File: src/rtl/csru_pkg.sv
// Shared constants, op/state encodings and address-map helpers for the CSR unit.
// CSRU_MCYCLE_EN adds mcycle/mcycleh to the implemented address map.
package csru_pkg;

  localparam int unsigned CPU_WIDTH = 32;

  localparam logic [11:0] CSR_MSTATUS = 12'h300;
  localparam logic [11:0] CSR_MTVEC   = 12'h305;
  localparam logic [11:0] CSR_MEPC    = 12'h341;
  localparam logic [11:0] CSR_MCAUSE  = 12'h342;
  localparam logic [11:0] CSR_MCYCLE  = 12'hB00;
  localparam logic [11:0] CSR_MCYCLEH = 12'hB80;

  localparam logic [CPU_WIDTH-1:0] IRQ_ECALL = 32'd11;

  typedef enum logic [1:0] {
    CSR_OP_NONE = 2'b00,
    CSR_OP_RW   = 2'b01,
    CSR_OP_RS   = 2'b10,
    CSR_OP_RC   = 2'b11
  } csr_op_e;

  typedef enum logic {
    ST_IDLE,
    ST_PEND
  } csru_state_e;

  // Trap vector and exception PC are word aligned on every write path.
  function automatic logic [CPU_WIDTH-1:0] csr_field_mask(
    input logic [11:0]          addr,
    input logic [CPU_WIDTH-1:0] val
  );
    logic [CPU_WIDTH-1:0] res;
    res = val;
    if (addr == CSR_MTVEC || addr == CSR_MEPC) begin
      res[1:0] = '0;
    end
    return res;
  endfunction

  function automatic logic csr_implemented(input logic [11:0] addr);
    logic hit;
    hit = (addr == CSR_MSTATUS) || (addr == CSR_MTVEC) ||
          (addr == CSR_MEPC)    || (addr == CSR_MCAUSE);
`ifdef CSRU_MCYCLE_EN
    hit = hit || (addr == CSR_MCYCLE) || (addr == CSR_MCYCLEH);
`endif
    return hit;
  endfunction

endpackage

File: src/rtl/csr_alu.sv
// Combinational Zicsr new-value computation (RW/RS/RC) with per-register field masks.
module csr_alu
  import csru_pkg::*;
(
  input  logic [1:0]           i_op,
  input  logic [11:0]          i_addr,
  input  logic [CPU_WIDTH-1:0] i_old,
  input  logic [CPU_WIDTH-1:0] i_src,
  output logic [CPU_WIDTH-1:0] o_wdata
);

  logic [CPU_WIDTH-1:0] raw;

  always_comb begin
    raw = i_old;
    case (csr_op_e'(i_op))
      CSR_OP_RW: raw = i_src;
      CSR_OP_RS: raw = i_old | i_src;
      CSR_OP_RC: raw = i_old & ~i_src;
      default:   raw = i_old;
    endcase
    o_wdata = csr_field_mask(i_addr, raw);
  end

endmodule

File: src/rtl/csru.sv
// Machine-mode CSR file: Zicsr execute with IDU-latch / LSU-commit handshake plus trap writes.
// Define CSRU_MCYCLE_EN to add the 64-bit mcycle counter at 0xB00/0xB80.
module csru
  import csru_pkg::*;
#(
  parameter logic [31:0] MTVEC_RST   = 32'h0000_0000,
  parameter logic [31:0] MSTATUS_RST = 32'h0000_1800
) (
  input  logic                 i_clk,
  input  logic                 i_rst_n,
  input  logic                 i_idu_valid,
  input  logic                 i_lsu_valid,
  input  logic [1:0]           i_csr_op,
  input  logic [11:0]          i_csr_addr,
  input  logic [CPU_WIDTH-1:0] i_csr_src,
  output logic [CPU_WIDTH-1:0] o_csr_rdata,
  output logic                 o_csr_busy,
  output logic                 o_csr_illegal,
  input  logic                 i_mepc_wen,
  input  logic [CPU_WIDTH-1:0] i_mepc_wdata,
  input  logic                 i_mcause_wen,
  input  logic [CPU_WIDTH-1:0] i_mcause_wdata,
  input  logic                 i_mstatus_wen,
  input  logic [CPU_WIDTH-1:0] i_mstatus_wdata,
  output logic [CPU_WIDTH-1:0] o_mstatus,
  output logic [CPU_WIDTH-1:0] o_mtvec,
  output logic [CPU_WIDTH-1:0] o_mepc
);

  csru_state_e          state_q, state_d;
  logic [1:0]           op_q, op_d;
  logic [11:0]          addr_q, addr_d;
  logic [CPU_WIDTH-1:0] src_q, src_d;
  logic [CPU_WIDTH-1:0] rdata_q, rdata_d;
  logic [CPU_WIDTH-1:0] mstatus_q, mstatus_d;
  logic [CPU_WIDTH-1:0] mtvec_q, mtvec_d;
  logic [CPU_WIDTH-1:0] mepc_q, mepc_d;
  logic [CPU_WIDTH-1:0] mcause_q, mcause_d;
`ifdef CSRU_MCYCLE_EN
  logic [63:0]          mcycle_q, mcycle_d;
  logic [63:0]          mcycle_inc;
`endif

  logic                 commit;
  logic                 launch;
  logic [CPU_WIDTH-1:0] alu_wdata;
  logic [CPU_WIDTH-1:0] rd_val;

  csr_alu u_alu (
    .i_op    (op_q),
    .i_addr  (addr_q),
    .i_old   (rdata_q),
    .i_src   (src_q),
    .o_wdata (alu_wdata)
  );

  always_comb begin
    commit = (state_q == ST_PEND) && i_lsu_valid;
    launch = i_idu_valid && (csr_op_e'(i_csr_op) != CSR_OP_NONE) &&
             ((state_q == ST_IDLE) || commit);

    state_d = state_q;
    if (launch) begin
      state_d = ST_PEND;
    end else if (commit) begin
      state_d = ST_IDLE;
    end

    op_d   = launch ? i_csr_op   : op_q;
    addr_d = launch ? i_csr_addr : addr_q;
    src_d  = launch ? i_csr_src  : src_q;

    // Trap-unit writes are applied after the instruction commit so they win on collision.
    mstatus_d = mstatus_q;
    mtvec_d   = mtvec_q;
    mepc_d    = mepc_q;
    mcause_d  = mcause_q;
    if (commit) begin
      case (addr_q)
        CSR_MSTATUS: mstatus_d = alu_wdata;
        CSR_MTVEC:   mtvec_d   = alu_wdata;
        CSR_MEPC:    mepc_d    = alu_wdata;
        CSR_MCAUSE:  mcause_d  = alu_wdata;
        default: ;
      endcase
    end
    if (i_mstatus_wen) mstatus_d = i_mstatus_wdata;
    if (i_mepc_wen)    mepc_d    = csr_field_mask(CSR_MEPC, i_mepc_wdata);
    if (i_mcause_wen)  mcause_d  = i_mcause_wdata;

`ifdef CSRU_MCYCLE_EN
    mcycle_inc = mcycle_q + 64'd1;
    mcycle_d   = mcycle_inc;
    if (commit && addr_q == CSR_MCYCLE)  mcycle_d[31:0]  = alu_wdata;
    if (commit && addr_q == CSR_MCYCLEH) mcycle_d[63:32] = alu_wdata;
`endif

    // Old value is sampled from next-state so a back-to-back op sees the write committing now.
    case (i_csr_addr)
      CSR_MSTATUS: rd_val = mstatus_d;
      CSR_MTVEC:   rd_val = mtvec_d;
      CSR_MEPC:    rd_val = mepc_d;
      CSR_MCAUSE:  rd_val = mcause_d;
`ifdef CSRU_MCYCLE_EN
      CSR_MCYCLE:  rd_val = mcycle_d[31:0];
      CSR_MCYCLEH: rd_val = mcycle_d[63:32];
`endif
      default:     rd_val = '0;
    endcase
    rdata_d = launch ? rd_val : rdata_q;
  end

  always_ff @(posedge i_clk or negedge i_rst_n) begin
    if (!i_rst_n) begin
      state_q   <= ST_IDLE;
      op_q      <= '0;
      addr_q    <= '0;
      src_q     <= '0;
      rdata_q   <= '0;
      mstatus_q <= MSTATUS_RST;
      mtvec_q   <= MTVEC_RST;
      mepc_q    <= '0;
      mcause_q  <= '0;
`ifdef CSRU_MCYCLE_EN
      mcycle_q  <= '0;
`endif
    end else begin
      state_q   <= state_d;
      op_q      <= op_d;
      addr_q    <= addr_d;
      src_q     <= src_d;
      rdata_q   <= rdata_d;
      mstatus_q <= mstatus_d;
      mtvec_q   <= mtvec_d;
      mepc_q    <= mepc_d;
      mcause_q  <= mcause_d;
`ifdef CSRU_MCYCLE_EN
      mcycle_q  <= mcycle_d;
`endif
    end
  end

  assign o_csr_rdata   = rdata_q;
  assign o_csr_busy    = (state_q == ST_PEND);
  assign o_csr_illegal = (state_q == ST_PEND) && !csr_implemented(addr_q);
  assign o_mstatus     = mstatus_q;
  assign o_mtvec       = mtvec_q;
  assign o_mepc        = mepc_q;

endmodule

File: config.mk
export PLATFORM = sky130hd
export DESIGN_NAME = csru
export DESIGN_NICKNAME = d
export VERILOG_FILES = /design/src/rtl/csru_pkg.sv /design/src/rtl/csr_alu.sv /design/src/rtl/csru.sv
export SDC_FILE = /design/constraint.sdc
export NUM_CORES = 1
export LEC_CHECK = 0
export CAP_MARGIN = 20
export CORE_ASPECT_RATIO = 0.8
export CORE_MARGIN = 5
export CORE_UTILIZATION = 45
export CTS_BUF_LIST = sky130_fd_sc_hd__clkbuf_16
export CTS_CLUSTER_DIAMETER = 40
export CTS_CLUSTER_SIZE = 8
export DETAILED_ROUTE_END_ITERATION = 10
export PLACE_DENSITY = 0.85
export SYNTH_ARGS = -nofsm -noshare
export SYNTH_HDL_FRONTEND = slang
export SYNTH_SLANG_ARGS = --single-unit
File: constraint.sdc
create_clock -name i_clk -period 3.25 [get_ports i_clk]
set_input_delay 0.325 -clock i_clk [delete_from_list [all_inputs] [get_ports i_clk]]
set_output_delay 0.325 -clock i_clk [all_outputs]
set_load 0.05 [all_outputs]
Word-level counts from Yosys, hierarchy flattened
Index checks and enable logic that the tools add are counted.
{ "totals": {"register_bits": 207, "output_inout_bits": 130} }
{ "op_classes": {"n_eq_ne": 11, "muxes": 16, "bitwise": 4, "reduce_logical": 12} }
{ "op_table": {"columns": ["cell", "n"], "rows": [
  ["32-bit 2-to-1 mux", 11],
  ["32-bit one-hot mux with 4 select lines", 1],
  ["12-bit by 10-bit equality test with 1-bit output (second input constant)", 8],
  ["32-bit one-hot mux with 3 select lines", 1],
  ["32-bit bitwise AND", 1],
  ["32-bit NOT", 1],
  ["32-bit bitwise OR", 1],
  ["1-bit logical OR", 5],
  ["2-bit equality test (second input constant)", 2],
  ["1-bit logical AND", 4],
  ["2-bit nonzero test", 2],
  ["2-bit by 1-bit equality test with 1-bit output (second input constant)", 1],
  ["1-bit 2-to-1 mux", 2],
  ["2-bit 2-to-1 mux", 1],
  ["1-bit logical NOT", 1],
  ["1-bit NOT", 1]
]} }

Depth between registers and ports, before layout
Gate-level depths: netlist of the first run.
{ "depth": {"ltp_word": 8, "ltp_mapped": 9} }

By module
From an unflattened synthesis of the first run, not the netlist that was laid out.
{ "unflattened": {"cells_unflattened": 1207, "area_unflattened_um2": 11695.0} }
{ "modules_own_cells": {"columns": ["module", "n_inst", "cells_per_inst", "area_per_inst_um2", "seq_area_each_um2"], "rows": [
  ["csru", 1, 1089, 10901.7, 5182.5],
  ["csr_alu", 1, 118, 793.3, 0.0]
]} }

Least setup slack after synthesis of the first run
No wires, ideal clock.
{ "synth_path": {"kind": "register to register", "startpoint": "register state_q (netlist: o_csr_busy)", "endpoint": "register rdata_q[22] (netlist: o_csr_rdata[22])", "setup_ns": 0.143, "arrival_time_ns": 2.256, "path_slack_ns": 0.850, "stages_incl_launch_ff": 9, "n_path_buf": 2, "synth_period_minus_slack_ns": 2.400, "cell_sequence": "dfrtp_1 > and3b_1 > and4_4 > buf_6 > buf_6 > mux2_1 > mux2_2 > a221oi_2 > a22oi_1"} }
{ "synth_between": {"elab_chain_len": 4, "elab_cells_between_ends": 12} }
{ "synth_lines": {"columns": ["element", "line", "text"], "rows": [
  ["start: declaration", "csru.sv:30", "csru_state_e state_q, state_d;"],
  ["start signal: assignment", "csru.sv:128", "state_q <= state_d;"],
  ["1-bit logical AND", "csru.sv:58", "commit = (state_q == ST_PEND) && i_lsu_valid;"],
  ["32-bit 2-to-1 mux", "csru.sv:78", "if (commit) begin"],
  ["32-bit 2-to-1 mux", "csru.sv:89", "if (i_mcause_wen) mcause_d = i_mcause_wdata;"],
  ["net mcause_d[22]", "csru.sv:38", "logic [CPU_WIDTH-1:0] mcause_q, mcause_d;"],
  ["32-bit one-hot mux with 4 select lines", "csru.sv:99", "case (i_csr_addr)"],
  ["end signal: assignment", "csru.sv:132", "rdata_q <= rdata_d;"],
  ["end: declaration", "csru.sv:34", "logic [CPU_WIDTH-1:0] rdata_q, rdata_d;"]
]} }
The timed path passes the listed nets, and every way through them passes these cells.
A chain may end at the register's enable or synchronous reset.

Worst setup path in the final report of the first run
{ "layout_path": {"startpoint": "register addr_q[6]", "endpoint": "output port o_csr_illegal"} }
{ "layout_between": {"elab_chain_len": 6, "elab_cells_between_ends": 9} }
{ "layout_lines": {"columns": ["element", "line", "text"], "rows": [
  ["start: declaration", "csru.sv:32", "logic [11:0] addr_q, addr_d;"],
  ["start signal: assignment", "csru.sv:130", "addr_q <= addr_d;"],
  ["12-bit by 10-bit equality test with 1-bit output", "csru_pkg.sv:43", "hit = (addr == CSR_MSTATUS) || (addr == CSR_MTVEC) ||"],
  ["1-bit logical OR (2 in series)", "csru_pkg.sv:43", null],
  ["1-bit logical OR *", "csru_pkg.sv:44", "(addr == CSR_MEPC) || (addr == CSR_MCAUSE);"],
  ["1-bit logical NOT *", "csru.sv:145", "assign o_csr_illegal = (state_q == ST_PEND) && !csr_implemented(addr_q);"],
  ["1-bit logical AND *", "csru.sv:145", null],
  ["end: declaration", "csru.sv:18", "output logic o_csr_illegal,"]
]} }
Mark *: on every way between the ends. The rest lies on a longest branch, timed or not.

==> flow_summary.html, run 1 <==
<table>
<tr><th>Metric</th><th>Value</th></tr>
<tr><th colspan="2">Status</th></tr>
<tr><td>Outcome</td><td>complete, no violations</td></tr>
<tr><th colspan="2">Detailed routing</th></tr>
<tr><td>Routed via count divided by cell count</td><td>5.75</td></tr>
<tr><td>Total routed wirelength</td><td>36.6 mm</td></tr>
<tr><td>Drt drc</td><td>0</td></tr>
<tr><td>Pre-Repair DR Iteration Count</td><td>5</td></tr>
<tr><td>Via total after detailed routing</td><td>9269</td></tr>
<tr><td>Final routed wire length divided by cell count</td><td>22.7 um</td></tr>
<tr><td>1st-iter DRT viols</td><td>613</td></tr>
<tr><td>Post-route antenna net violation count</td><td>0</td></tr>
<tr><th colspan="2">Timing</th></tr>
<tr><td>Highest clock frequency the design can meet</td><td>364 MHz</td></tr>
<tr><td>Setup repair after global routing missed its margin</td><td>false</td></tr>
<tr><td>Setup Skew</td><td>0.00843 ns</td></tr>
<tr><td>Transition time of the tightest slew-check pin</td><td>1.00 ns</td></tr>
<tr><td>Post-route minimum period</td><td>2.75 ns</td></tr>
<tr><td>Post-route clock period utilization</td><td>0.846</td></tr>
<tr><td>Setup Total Neg Slack</td><td>0 ns</td></tr>
<tr><td>Final Hold Viols</td><td>0</td></tr>
<tr><td>Worst max-slew margin expressed relative to the limit</td><td>0.334</td></tr>
<tr><td>Worst hold-check slack</td><td>0.377 ns</td></tr>
<tr><td>Number of max-slew violations in the final report</td><td>0</td></tr>
<tr><td>Total of endpoints with negative setup slack in the final report</td><td>0</td></tr>
<tr><td>Worst setup margin</td><td>0.501 ns</td></tr>
<tr><th colspan="2">Synthesis</th></tr>
<tr><td>Synthesized area per cell</td><td>10.7 um^2</td></tr>
<tr><td>Net count after synthesis</td><td>1164</td></tr>
<tr><td>Total standard cell area after synthesis</td><td>10900 um^2</td></tr>
<tr><td>Post-Syn Instances</td><td>1015</td></tr>
<tr><td>Synth area leader</td><td>sky130_fd_sc_hd__dfrtp_1</td></tr>
<tr><td>Fraction of synthesized cell area taken by the top area cell type</td><td>0.472</td></tr>
<tr><td>EDFF count, synth</td><td>0</td></tr>
<tr><td>#FFs+latches synth</td><td>207</td></tr>
<tr><td>Distinct cell type count after synthesis</td><td>51</td></tr>
<tr><td>Number of warnings issued by yosys</td><td>0</td></tr>
<tr><td>Leading post-synthesis cells by cell area</td><td>sky130_fd_sc_hd__dfrtp_1 (47%), sky130_fd_sc_hd__mux2_2 (9.3%), sky130_fd_sc_hd__nand2_1 (7.1%), sky130_fd_sc_hd__mux2i_1 (6.0%), sky130_fd_sc_hd__a22oi_1 (4.2%)</td></tr>
<tr><td>Count leader, synth</td><td>sky130_fd_sc_hd__nand2_1</td></tr>
<tr><td>Async set or reset register ratio after synthesis</td><td>1.00</td></tr>
<tr><td>List of most frequent post-synthesis cells</td><td>sky130_fd_sc_hd__nand2_1 (206), sky130_fd_sc_hd__dfrtp_1 (205), sky130_fd_sc_hd__mux2_2 (90)</td></tr>
<tr><td>Flip-flop cell with the highest count after synthesis</td><td>sky130_fd_sc_hd__dfrtp_1</td></tr>
<tr><td>Sequential area share after synthesis</td><td>0.477</td></tr>
<tr><th colspan="2">Cells and area</th></tr>
<tr><td>Final core utilization</td><td>0.637</td></tr>
<tr><td>Final Cell Area</td><td>15000 um^2</td></tr>
<tr><td>Count of inserted antenna diode cells</td><td>0</td></tr>
<tr><td>Layout Area Growth over Synthesis</td><td>38.2%</td></tr>
<tr><td>Ratio of cells with drive above 1 in the final layout</td><td>0.184</td></tr>
<tr><td>Nets</td><td>1434</td></tr>
<tr><th colspan="2">GRT</th></tr>
<tr><td>Largest net degree at the start of global routing</td><td>96</td></tr>
<tr><td>Number of global-route vias before repair</td><td>9782</td></tr>
<tr><td>Number of antenna violations at the first check in global routing</td><td>0</td></tr>
<tr><td>GR Util All Layers</td><td>0.260</td></tr>
<tr><td>Global-route wire length before repair</td><td>55.8 mm</td></tr>
<tr><td>Grt ovf</td><td>0</td></tr>
<tr><th colspan="2">Floorplanning</th></tr>
<tr><td>Placeable core region</td><td>23600 um^2</td></tr>
<tr><td>Number of top-level pins</td><td>279</td></tr>
<tr><td>Horiz. Die Dim</td><td>184 um</td></tr>
<tr><td>Cell row count</td><td>50</td></tr>
<tr><td>Total die area</td><td>27400 um^2</td></tr>
<tr><td>Initial core utilization</td><td>0.461</td></tr>
<tr><td>Die height</td><td>149 um</td></tr>
<tr><th colspan="2">CTS</th></tr>
<tr><td>CTS resizes</td><td>0</td></tr>
<tr><td>Clock tree buffer depth</td><td>3</td></tr>
<tr><td># H-tree levels</td><td>2</td></tr>
<tr><td>TritonCTS clock tree</td><td>yes</td></tr>
<tr><td>Clock latency at the later pin of the worst-skew pair</td><td>0.48 ns</td></tr>
<tr><td>Clock tree root driver cell</td><td>sky130_fd_sc_hd__clkbuf_16</td></tr>
<tr><td>Register clock-pin slew on the reported worst setup and hold paths</td><td>0.05 ns</td></tr>
<tr><td>Number of setup buffers added after CTS</td><td>0</td></tr>
<tr><td>CTS Buf Count</td><td>34</td></tr>
<tr><td>Clk sinks</td><td>207</td></tr>
<tr><th colspan="2">Place</th></tr>
<tr><td>Input/output buffers</td><td>276</td></tr>
<tr><td>Post-place setup slack</td><td>0.397 ns</td></tr>
<tr><td>Post-detail-place hpwl</td><td>24.5 mm</td></tr>
<tr><td>Routability congestion estimate from global placement</td><td>0.853</td></tr>
<tr><td>Area after detailed placement</td><td>14100 um^2</td></tr>
<tr><th colspan="2">Power</th></tr>
<tr><td>Power Density</td><td>503 nW/um^2</td></tr>
<tr><td>Worst ir drop on vdd</td><td>360 uV</td></tr>
<tr><td>Leakage Power</td><td>0.00674 uW</td></tr>
<tr><th colspan="2">Setup path</th></tr>
<tr><td>Setup Crit Path Kind</td><td>reg2out</td></tr>
<tr><td>CP Cell Sequence</td><td>xor2_1 &gt; a21oi_1 &gt; nor2_1 &gt; nor2_1 &gt; o31a_1 &gt; clkdlybuf4s50_1</td></tr>
<tr><td>Largest incremental delay on the critical path</td><td>0.83 ns</td></tr>
<tr><td>Slowest cell on the critical path</td><td>sky130_fd_sc_hd__clkdlybuf4s50_1</td></tr>
<tr><td>Category of the worst setup path capture point</td><td>primary output</td></tr>
<tr><td>Crit-path max FO</td><td>8</td></tr>
<tr><td>Crit path top cell by count</td><td>sky130_fd_sc_hd__nor2_1</td></tr>
<tr><td>Nature of the critical path startpoint</td><td>flop</td></tr>
<tr><td>Arrival time worst endpoint</td><td>2.42 ns</td></tr>
<tr><td>Required time of the worst setup path</td><td>2.92 ns</td></tr>
<tr><th colspan="2">Min path</th></tr>
<tr><td>HP Class</td><td>in2reg</td></tr>
<tr><th colspan="2">Flow run</th></tr>
<tr><td>Max-capacitance violation count</td><td>0</td></tr>
</table>
-- cells in the final DEF, fill, tap and decap left out, drive strengths merged, types with 34 or more instances in the layout --
| master | instances |
|---|---|
| a22oi | 61 |
| and2 | 34 |
| buf | 34 |
| clkbuf | 36 |
| clkdlybuf4s50 | 273 |
| dfrtp | 205 |
| inv | 44 |
| mux2 | 118 |
| mux2i | 65 |
| nand2 | 206 |
| o21ai | 35 |
-- worst max-delay path: cells and delay by family (launching register included) --
kind | cells | cell delay [ns]
buf+inv | 1 | 0.83
compound gates | 2 | 0.28
xor+xnor | 1 | 0.19
simple gates | 2 | 0.16
flops | 1 | 0.48
-- power by group --
part / total [uW] / leakage (uW) / switching [uW] / internal, uW
clock: 3060 / 0.000494 / 1150 / 1910
combinational: 1510 / 0.00363 / 825 / 681
sequential: 3000 / 0.00261 / 205 / 2790
-- flip-flops by register name (all words and copies together), names as in the netlist --
signal	cells
o_mstatus	32
op_q	2
o_csr_rdata	32
o_mtvec	32
addr_q	12
o_mepc	32
src_q	32
mcause_q	32
o_csr_busy	1
-- final cells by class --
type / count / area, um^2
Fill cell: 1809 / 8560
Multi-Input combinational cell: 697 / 5270
Sequential cell: 207 / 5190
Timing Repair Buffer: 309 / 3090
Clock buffer: 35 / 876
Tap cell: 312 / 390
Inverter: 36 / 135
Clock inverter: 15 / 71.3
-- final timing paths --
kind	start	end	slack, ns	depth (start not counted)
setup reg to reg	op_q[0]	o_csr_rdata[6]	0.60	6
hold reg to reg	addr_q[11]	addr_q[11]	0.47	2
min in group asynchronous	i_rst_n	addr_q[4]	0.52	2
hold / removal	i_csr_src[1]	src_q[1]	0.38	3
max in group asynchronous	i_rst_n	o_mstatus[11]	1.86	3
setup / recovery	addr_q[6]	o_csr_illegal	0.50	6
-- cell families (layout without fill, tap and decap cells) --
| logic type | count (synthesis) | after routing | share of synthesized area |
|---|---|---|---|
| and+or+nand+nor | 311 | 311 | 0.133 |
| AOI/OAI and AO/OA | 200 | 200 | 0.163 |
| xor gates and xnor gates | 3 | 3 | 0.00242 |
| buffers and inverters | 111 | 395 | 0.0429 |
| muxes | 183 | 183 | 0.182 |
| DFF | 207 | 207 | 0.477 |
-- what timing repair did --
action | in CTS | in global routing
endpoints found under the hold margin | 93 | 0
setup endpoints to repair | 0 | 0
hold buffers | 1 | 0
-- metal layers --
layer / global-route usage / wire length [um] / part of all wire / vias up
met5: 0 / 0 / 0 / -
met4: 0.0746 / 807 / 0.022 / 0
met3: 0.0639 / 3710 / 0.10 / 83
met2: 0.426 / 17300 / 0.47 / 471
met1: 0.345 / 14700 / 0.40 / 4561
li1: - / - / - / 4154
-- through the flow --
stage | instances | total power, uW
after floorplan | 1015 | 3880
after global placement | 1560 | 4480
after detailed placement | 1560 | 4520
after CTS | 1611 | 7600
after global routing | 1611 | 7840
final | 1611 | 7560
Note: power is estimated with default switching activity, not from simulation.
==> inputs of run 2 (changes only) <==
PLACE_DENSITY = 0.88   (was 0.85)
clock period = 2.4 ns   (was 3.25 ns; I/O delays follow)
==> flow_summary.html, run 2 (synthesis results as in run 1) <==
<table>
<tr><th>Metric</th><th>Value</th></tr>
<tr><th colspan="2">Cells and area</th></tr>
<tr><td>Layout Area Growth over Synthesis</td><td>45.2%</td></tr>
<tr><td>Most common cell after layout, fill and taps aside</td><td>sky130_fd_sc_hd__clkdlybuf4s50_1</td></tr>
<tr><td>Final Cell Area</td><td>15800 um^2</td></tr>
<tr><td>Final core utilization</td><td>0.669</td></tr>
<tr><td>Nets</td><td>1476</td></tr>
<tr><td>Ratio of cells with drive above 1 in the final layout</td><td>0.223</td></tr>
<tr><td>Final instance count without filler cells</td><td>1656</td></tr>
<tr><td>Count of inserted antenna diode cells</td><td>0</td></tr>
<tr><td>Most used cells in the layout excluding fill and tap cells</td><td>sky130_fd_sc_hd__clkdlybuf4s50_1 (272), sky130_fd_sc_hd__nand2_1 (206), sky130_fd_sc_hd__dfrtp_1 (203)</td></tr>
<tr><th colspan="2">Place</th></tr>
<tr><td>Placed Cells</td><td>1595</td></tr>
<tr><td>Post-detail-place hpwl</td><td>25.9 mm</td></tr>
<tr><td>Post-place setup slack</td><td>-0.176 ns</td></tr>
<tr><td>Routability congestion estimate from global placement</td><td>0.872</td></tr>
<tr><td>Input/output buffers</td><td>276</td></tr>
<tr><td>Area after detailed placement</td><td>14500 um^2</td></tr>
<tr><th colspan="2">Floorplanning</th></tr>
<tr><td>Initial core utilization</td><td>0.461</td></tr>
<tr><td>Die height</td><td>149 um</td></tr>
<tr><td>Placeable core region</td><td>23600 um^2</td></tr>
<tr><td>Cell row count</td><td>50</td></tr>
<tr><td>Total die area</td><td>27400 um^2</td></tr>
<tr><td>Horiz. Die Dim</td><td>184 um</td></tr>
<tr><td>Number of top-level pins</td><td>279</td></tr>
<tr><th colspan="2">Detailed routing</th></tr>
<tr><td>Routed wire length on met2</td><td>18.3 mm</td></tr>
<tr><td>Drt drc</td><td>0</td></tr>
<tr><td>Post-route antenna net violation count</td><td>0</td></tr>
<tr><td>Total routed wirelength</td><td>38.2 mm</td></tr>
<tr><td>Final routed wire length divided by cell count</td><td>23.1 um</td></tr>
<tr><td>Length of routed met3 wiring</td><td>3.73 mm</td></tr>
<tr><td>Routed via count divided by cell count</td><td>5.85</td></tr>
<tr><td>Top routing layer in use</td><td>met5</td></tr>
<tr><td>Pre-Repair DR Iteration Count</td><td>5</td></tr>
<tr><td>WL met1</td><td>15.0 mm</td></tr>
<tr><td>1st-iter DRT viols</td><td>833</td></tr>
<tr><td>Via total after detailed routing</td><td>9681</td></tr>
<tr><th colspan="2">Power</th></tr>
<tr><td>Worst ir drop on vdd</td><td>499 uV</td></tr>
<tr><td>Power Density</td><td>692 nW/um^2</td></tr>
<tr><td>Leakage Power</td><td>0.00718 uW</td></tr>
<tr><th colspan="2">CTS</th></tr>
<tr><td>TritonCTS clock tree</td><td>yes</td></tr>
<tr><td># H-tree levels</td><td>2</td></tr>
<tr><td>Clk sinks</td><td>207</td></tr>
<tr><td>Clock latency at the later pin of the worst-skew pair</td><td>0.50 ns</td></tr>
<tr><td>Clock tree root driver cell</td><td>sky130_fd_sc_hd__clkbuf_16</td></tr>
<tr><td>CTS Buf Count</td><td>35</td></tr>
<tr><td>Register clock-pin slew on the reported worst setup and hold paths</td><td>0.05 ns</td></tr>
<tr><td>Clock tree buffer depth</td><td>3</td></tr>
<tr><th colspan="2">GRT</th></tr>
<tr><td>Number of antenna violations at the first check in global routing</td><td>1</td></tr>
<tr><td>GR Util All Layers</td><td>0.269</td></tr>
<tr><td>Global-route wire length before repair</td><td>58.0 mm</td></tr>
<tr><td>Number of global-route vias before repair</td><td>10400</td></tr>
<tr><td>Largest net degree at the start of global routing</td><td>62</td></tr>
<tr><td>Grt ovf</td><td>0</td></tr>
<tr><th colspan="2">Setup path</th></tr>
<tr><td>Arrival time worst endpoint</td><td>2.74 ns</td></tr>
<tr><td>Category of the worst setup path capture point</td><td>flop</td></tr>
<tr><td>Crit-path max FO</td><td>7</td></tr>
<tr><td>Launch point of the worst path</td><td>addr_q[11]</td></tr>
<tr><td>Reg2Reg Launch Point</td><td>addr_q[11]</td></tr>
<tr><td>Setup Crit Path Kind</td><td>reg2reg</td></tr>
<tr><td>Nature of the critical path startpoint</td><td>flop</td></tr>
<tr><td>Required time of the worst setup path</td><td>2.75 ns</td></tr>
<tr><th colspan="2">Min path</th></tr>
<tr><td>Start point of the worst hold path</td><td>i_csr_src[16]</td></tr>
<tr><td>HP Class</td><td>in2reg</td></tr>
<tr><th colspan="2">Timing</th></tr>
<tr><td>Setup Skew</td><td>0.0132 ns</td></tr>
<tr><td>Setup Total Neg Slack</td><td>0 ns</td></tr>
<tr><td>Total of endpoints with negative setup slack in the final report</td><td>0</td></tr>
<tr><td>Highest clock frequency the design can meet</td><td>420 MHz</td></tr>
<tr><td>Worst setup margin</td><td>0.0163 ns</td></tr>
<tr><td>Final Hold Viols</td><td>0</td></tr>
<tr><td>Post-route clock period utilization</td><td>0.993</td></tr>
<tr><td>Worst max-slew margin expressed relative to the limit</td><td>0.591</td></tr>
<tr><td>Setup repair after global routing missed its margin</td><td>true</td></tr>
<tr><td>Transition time of the tightest slew-check pin</td><td>0.611 ns</td></tr>
<tr><td>Number of max-slew violations in the final report</td><td>0</td></tr>
<tr><td>Post-route minimum period</td><td>2.38 ns</td></tr>
<tr><th colspan="2">Status</th></tr>
<tr><td>Outcome</td><td>complete, no violations</td></tr>
<tr><th colspan="2">Flow run</th></tr>
<tr><td>Max-capacitance violation count</td><td>0</td></tr>
</table>
-- run 2: layer usage --
metal / global-route usage / up-vias
met3: 0.0829 / 93
met2: 0.448 / 510
met5: 0 / -
met1: 0.332 / 4832
met4: 0.0987 / 2
li1: - / 4244
-- run 2: cell type report --
| cell class | count | area, um^2 |
|---|---|---|
| multi-input combinational | 697 | 5390 |
| inverter | 36 | 135 |
| clock buffer | 35 | 876 |
| sequential | 207 | 5190 |
| fill | 1687 | 7800 |
| clock inverter | 19 | 195 |
| tap | 312 | 390 |
| timing repair buffer | 350 | 3610 |
-- run 2: what timing repair did --
item | CTS | global route
hold buffers | 1 | 0
gates resized for setup | 1 | 30
setup endpoints to repair | 2 | 23
pin swaps | 0 | 39
endpoints found under the hold margin | 55 | 0
buffers inserted | 0 | 4
cloned | 0 | 2
-- run 2: report_power, final --
part           total [uW]  switching, uW  leakage (uW)  internal (uW)
clock                4690           1640      0.000554           3040
combinational        2260           1230       0.00401           1030
sequential           3980            199       0.00261           3780
total               10900           3070       0.00718           7850
-- run 2: worst paths after layout --
kind	cells past startpoint	slack, ns	end
max	7	0.02	o_csr_rdata[11]
min	3	0.27	src_q[16]
max reg2reg	7	0.02	o_csr_rdata[11]
min reg2reg	2	0.47	addr_q[8]
max in group asynchronous	3	1.36	o_mstatus[11]
min in group asynchronous	2	0.33	o_mstatus[31]
-- run 2: metrics by stage --
stage / hold slack [ns] / total power (uW)
6_report: 0.275 / 10900
5_1_grt: 0.267 / 11300
4_1_cts: 0.258 / 10900
3_5_place_dp: 0.277 / 6210
3_3_place_gp: 0.267 / 6140
2_1_floorplan: -0.0556 / 5250
-- run 2: critical path, stage by stage (launching register included) --
cell and delay (ns):
sky130_fd_sc_hd__dfrtp_1 0.38, sky130_fd_sc_hd__and4bb_2 0.36, sky130_fd_sc_hd__and4_4 0.37, sky130_fd_sc_hd__clkbuf_16 0.20, sky130_fd_sc_hd__mux2_1 0.31, sky130_fd_sc_hd__mux2_2 0.28
sky130_fd_sc_hd__a221oi_2 0.23, sky130_fd_sc_hd__a22oi_1 0.11
==> inputs of run 3 (changes only) <==
CORE_ASPECT_RATIO = 0.9   (was 0.8)
CORE_MARGIN = 2   (was 5)
==> flow_summary.html, run 3 (synthesis results as in run 1) <==
<table>
<tr><th>Metric</th><th>Value</th></tr>
<tr><th colspan="2">Status</th></tr>
<tr><td>Outcome</td><td>finished, violations left</td></tr>
<tr><td>Failing checks</td><td>negative setup slack</td></tr>
<tr><th colspan="2">Power</th></tr>
<tr><td>Worst ir drop on vdd</td><td>395 uV</td></tr>
<tr><td>Leakage Power</td><td>0.00721 uW</td></tr>
<tr><td>Power Density</td><td>689 nW/um^2</td></tr>
<tr><th colspan="2">Floorplanning</th></tr>
<tr><td>Horiz. Die Dim</td><td>168 um</td></tr>
<tr><td>Number of top-level pins</td><td>279</td></tr>
<tr><td>Die height</td><td>151 um</td></tr>
<tr><td>Placeable core region</td><td>23500 um^2</td></tr>
<tr><td>Initial core utilization</td><td>0.462</td></tr>
<tr><td>Total die area</td><td>25400 um^2</td></tr>
<tr><td>Cell row count</td><td>53</td></tr>
<tr><th colspan="2">Place</th></tr>
<tr><td>Routability congestion estimate from global placement</td><td>0.842</td></tr>
<tr><td>Post-detail-place hpwl</td><td>25.2 mm</td></tr>
<tr><td>Placed Cells</td><td>1586</td></tr>
<tr><td>Input/output buffers</td><td>276</td></tr>
<tr><td>Post-place setup slack</td><td>-0.141 ns</td></tr>
<tr><th colspan="2">CTS</th></tr>
<tr><td>TritonCTS clock tree</td><td>yes</td></tr>
<tr><td># H-tree levels</td><td>2</td></tr>
<tr><td>Clock tree root driver cell</td><td>sky130_fd_sc_hd__clkbuf_16</td></tr>
<tr><td>Register clock-pin slew on the reported worst setup and hold paths</td><td>0.05 ns</td></tr>
<tr><td>Clock tree buffer depth</td><td>3</td></tr>
<tr><td>Clk sinks</td><td>207</td></tr>
<tr><td>CTS Buf Count</td><td>35</td></tr>
<tr><td>Clock latency at the later pin of the worst-skew pair</td><td>0.50 ns</td></tr>
<tr><th colspan="2">Detailed routing</th></tr>
<tr><td>Routed via count divided by cell count</td><td>5.98</td></tr>
<tr><td>Via total after detailed routing</td><td>9842</td></tr>
<tr><td>Post-route antenna net violation count</td><td>0</td></tr>
<tr><td>Total routed wirelength</td><td>38.4 mm</td></tr>
<tr><td>Pre-Repair DR Iteration Count</td><td>5</td></tr>
<tr><td>Final routed wire length divided by cell count</td><td>23.3 um</td></tr>
<tr><td>1st-iter DRT viols</td><td>768</td></tr>
<tr><td>Drt drc</td><td>0</td></tr>
<tr><th colspan="2">Setup path</th></tr>
<tr><td>Reg2Reg Launch Point</td><td>addr_q[11]</td></tr>
<tr><td>Arrival time worst endpoint</td><td>2.80 ns</td></tr>
<tr><td>FF-to-FF setup slack</td><td>-0.05 ns</td></tr>
<tr><td>Category of the worst setup path capture point</td><td>flop</td></tr>
<tr><td>Number of cells on the worst reg-to-reg path</td><td>7</td></tr>
<tr><td>Setup Crit Path Kind</td><td>reg2reg</td></tr>
<tr><td>Nature of the critical path startpoint</td><td>flop</td></tr>
<tr><td>Endpoint of the lowest-slack register-to-register path</td><td>o_csr_rdata[4]</td></tr>
<tr><td>Required time of the worst setup path</td><td>2.75 ns</td></tr>
<tr><td>Crit-path max FO</td><td>7</td></tr>
<tr><th colspan="2">Timing</th></tr>
<tr><td>Number of max-slew violations in the final report</td><td>0</td></tr>
<tr><td>Setup repair after global routing missed its margin</td><td>true</td></tr>
<tr><td>Post-route clock period utilization</td><td>1.02</td></tr>
<tr><td>Worst max-slew margin expressed relative to the limit</td><td>0.583</td></tr>
<tr><td>Setup Total Neg Slack</td><td>-0.0500 ns</td></tr>
<tr><td>Setup Skew</td><td>0.0186 ns</td></tr>
<tr><td>Highest clock frequency the design can meet</td><td>408 MHz</td></tr>
<tr><td>Transition time of the tightest slew-check pin</td><td>0.626 ns</td></tr>
<tr><td>Worst hold-check slack</td><td>0.248 ns</td></tr>
<tr><td>Post-route minimum period</td><td>2.45 ns</td></tr>
<tr><td>Worst setup margin</td><td>-0.0500 ns</td></tr>
<tr><td>Final Hold Viols</td><td>0</td></tr>
<tr><td>Total of endpoints with negative setup slack in the final report</td><td>1</td></tr>
<tr><th colspan="2">Cells and area</th></tr>
<tr><td>Most common cell after layout, fill and taps aside</td><td>sky130_fd_sc_hd__clkdlybuf4s50_1</td></tr>
<tr><td>Ratio of cells with drive above 1 in the final layout</td><td>0.227</td></tr>
<tr><td>Layout Area Growth over Synthesis</td><td>46.0%</td></tr>
<tr><td>Total area of multi-input combinational cells</td><td>5450 um^2</td></tr>
<tr><td>Count of inserted antenna diode cells</td><td>0</td></tr>
<tr><td>Nets</td><td>1479</td></tr>
<tr><td>Final instance count without filler cells</td><td>1647</td></tr>
<tr><td>Sequential Area</td><td>5190 um^2</td></tr>
<tr><td>Number of fillers in the final layout</td><td>1638</td></tr>
<tr><td>Most used cells in the layout excluding fill and tap cells</td><td>sky130_fd_sc_hd__clkdlybuf4s50_1 (272), sky130_fd_sc_hd__nand2_1 (206), sky130_fd_sc_hd__dfrtp_1 (203)</td></tr>
<tr><th colspan="2">GRT</th></tr>
<tr><td>Largest net degree at the start of global routing</td><td>62</td></tr>
<tr><td>Most crowded layer after global routing</td><td>met2</td></tr>
<tr><td>Number of global-route vias before repair</td><td>10300</td></tr>
<tr><td>Met1 track demand over resource in global routing</td><td>0.360</td></tr>
<tr><td>GR Util met2</td><td>0.507</td></tr>
<tr><td>Grt ovf</td><td>0</td></tr>
<tr><td>GR Util All Layers</td><td>0.292</td></tr>
<tr><td>Global-route wire length before repair</td><td>57.4 mm</td></tr>
<tr><td>Met3 track demand over resource in global routing</td><td>0.0657</td></tr>
<tr><td>Number of antenna violations at the first check in global routing</td><td>0</td></tr>
<tr><th colspan="2">Min path</th></tr>
<tr><td>HP Class</td><td>in2async</td></tr>
<tr><th colspan="2">Flow run</th></tr>
<tr><td>Max-capacitance violation count</td><td>0</td></tr>
</table>
[run 3: cell types whose count changed in the layout (fill, tap and decap cells not counted), moves of 2 or more]
cell / delta
sky130_fd_sc_hd__a221oi_2: -5
sky130_fd_sc_hd__a221oi_4: +4
sky130_fd_sc_hd__buf_12: +2
sky130_fd_sc_hd__inv_1: -3
sky130_fd_sc_hd__inv_6: -2
sky130_fd_sc_hd__mux2_1: -3
sky130_fd_sc_hd__mux2_2: -2
sky130_fd_sc_hd__mux2_4: +5
[run 3: area by class of cell]
class | count | area share
Timing Repair Buffer | 353 | 0.231
Sequential cell | 207 | 0.327
Tap cell | 302 | 0.0238
Multi-Input combinational cell | 697 | 0.343
Inverter | 36 | 0.00851
Clock inverter | 16 | 0.0102
Clock buffer | 36 | 0.0568
[run 3: what timing repair did]
action,in CTS,in global routing
hold endpoints to repair,38,0
gates cloned,0,2
setup buffers,0,6
hold buffers,1,0
resized for setup,2,38
pin swaps,0,39
setup endpoints to repair,3,16
[run 3: power breakdown]
group          switching (uW)  internal [uW]
logic                    1250           1070
registers                 205           3780
clock network            1630           2990
[run 3: critical path, cell delays in order (launching register included)]
cell                        delay [ns]
sky130_fd_sc_hd__dfrtp_1          0.37
sky130_fd_sc_hd__and4bb_2         0.35
sky130_fd_sc_hd__and4_4           0.37
sky130_fd_sc_hd__clkbuf_16        0.22
sky130_fd_sc_hd__mux2_4           0.31
sky130_fd_sc_hd__mux2_4           0.28
sky130_fd_sc_hd__a221oi_2         0.27
sky130_fd_sc_hd__a22oi_1          0.13
[run 3: worst max-delay path by stage]
| stage | end | cells past startpoint | startpoint | slack [ns] |
|---|---|---|---|---|
| 2_1_floorplan | o_csr_rdata[22] | 8 | o_csr_busy | 0.0004 |
| 3_3_place_gp | o_csr_rdata[1] | 9 | i_csr_addr[3] | -0.11 |
| 3_5_place_dp | o_csr_rdata[7] | 8 | i_lsu_valid | -0.14 |
| 4_1_cts | o_csr_rdata[16] | 7 | addr_q[10] | 0.03 |
| 5_1_grt | o_csr_rdata[4] | 7 | addr_q[10] | -0.1 |
| 6_report | o_csr_rdata[4] | 7 | addr_q[11] | -0.05 |
[run 3: per-layer routing]
layer / routed length, um / part of all wire / vias to the layer above
li1: - / - / 4240
met1: 14900 / 0.39 / 4931
met2: 18800 / 0.49 / 550
met3: 3350 / 0.087 / 121
met4: 1390 / 0.036 / 0
met5: 0 / 0 / -
[run 3: through the flow]
stage,utilization,area (um^2),power (uW)
after global placement,0.617,14500,6160
after global routing,0.674,15900,11300
after detailed placement,0.617,14500,6240
after floorplan,-,10900,5250
after CTS,0.663,15600,10900
final,0.674,15900,10900
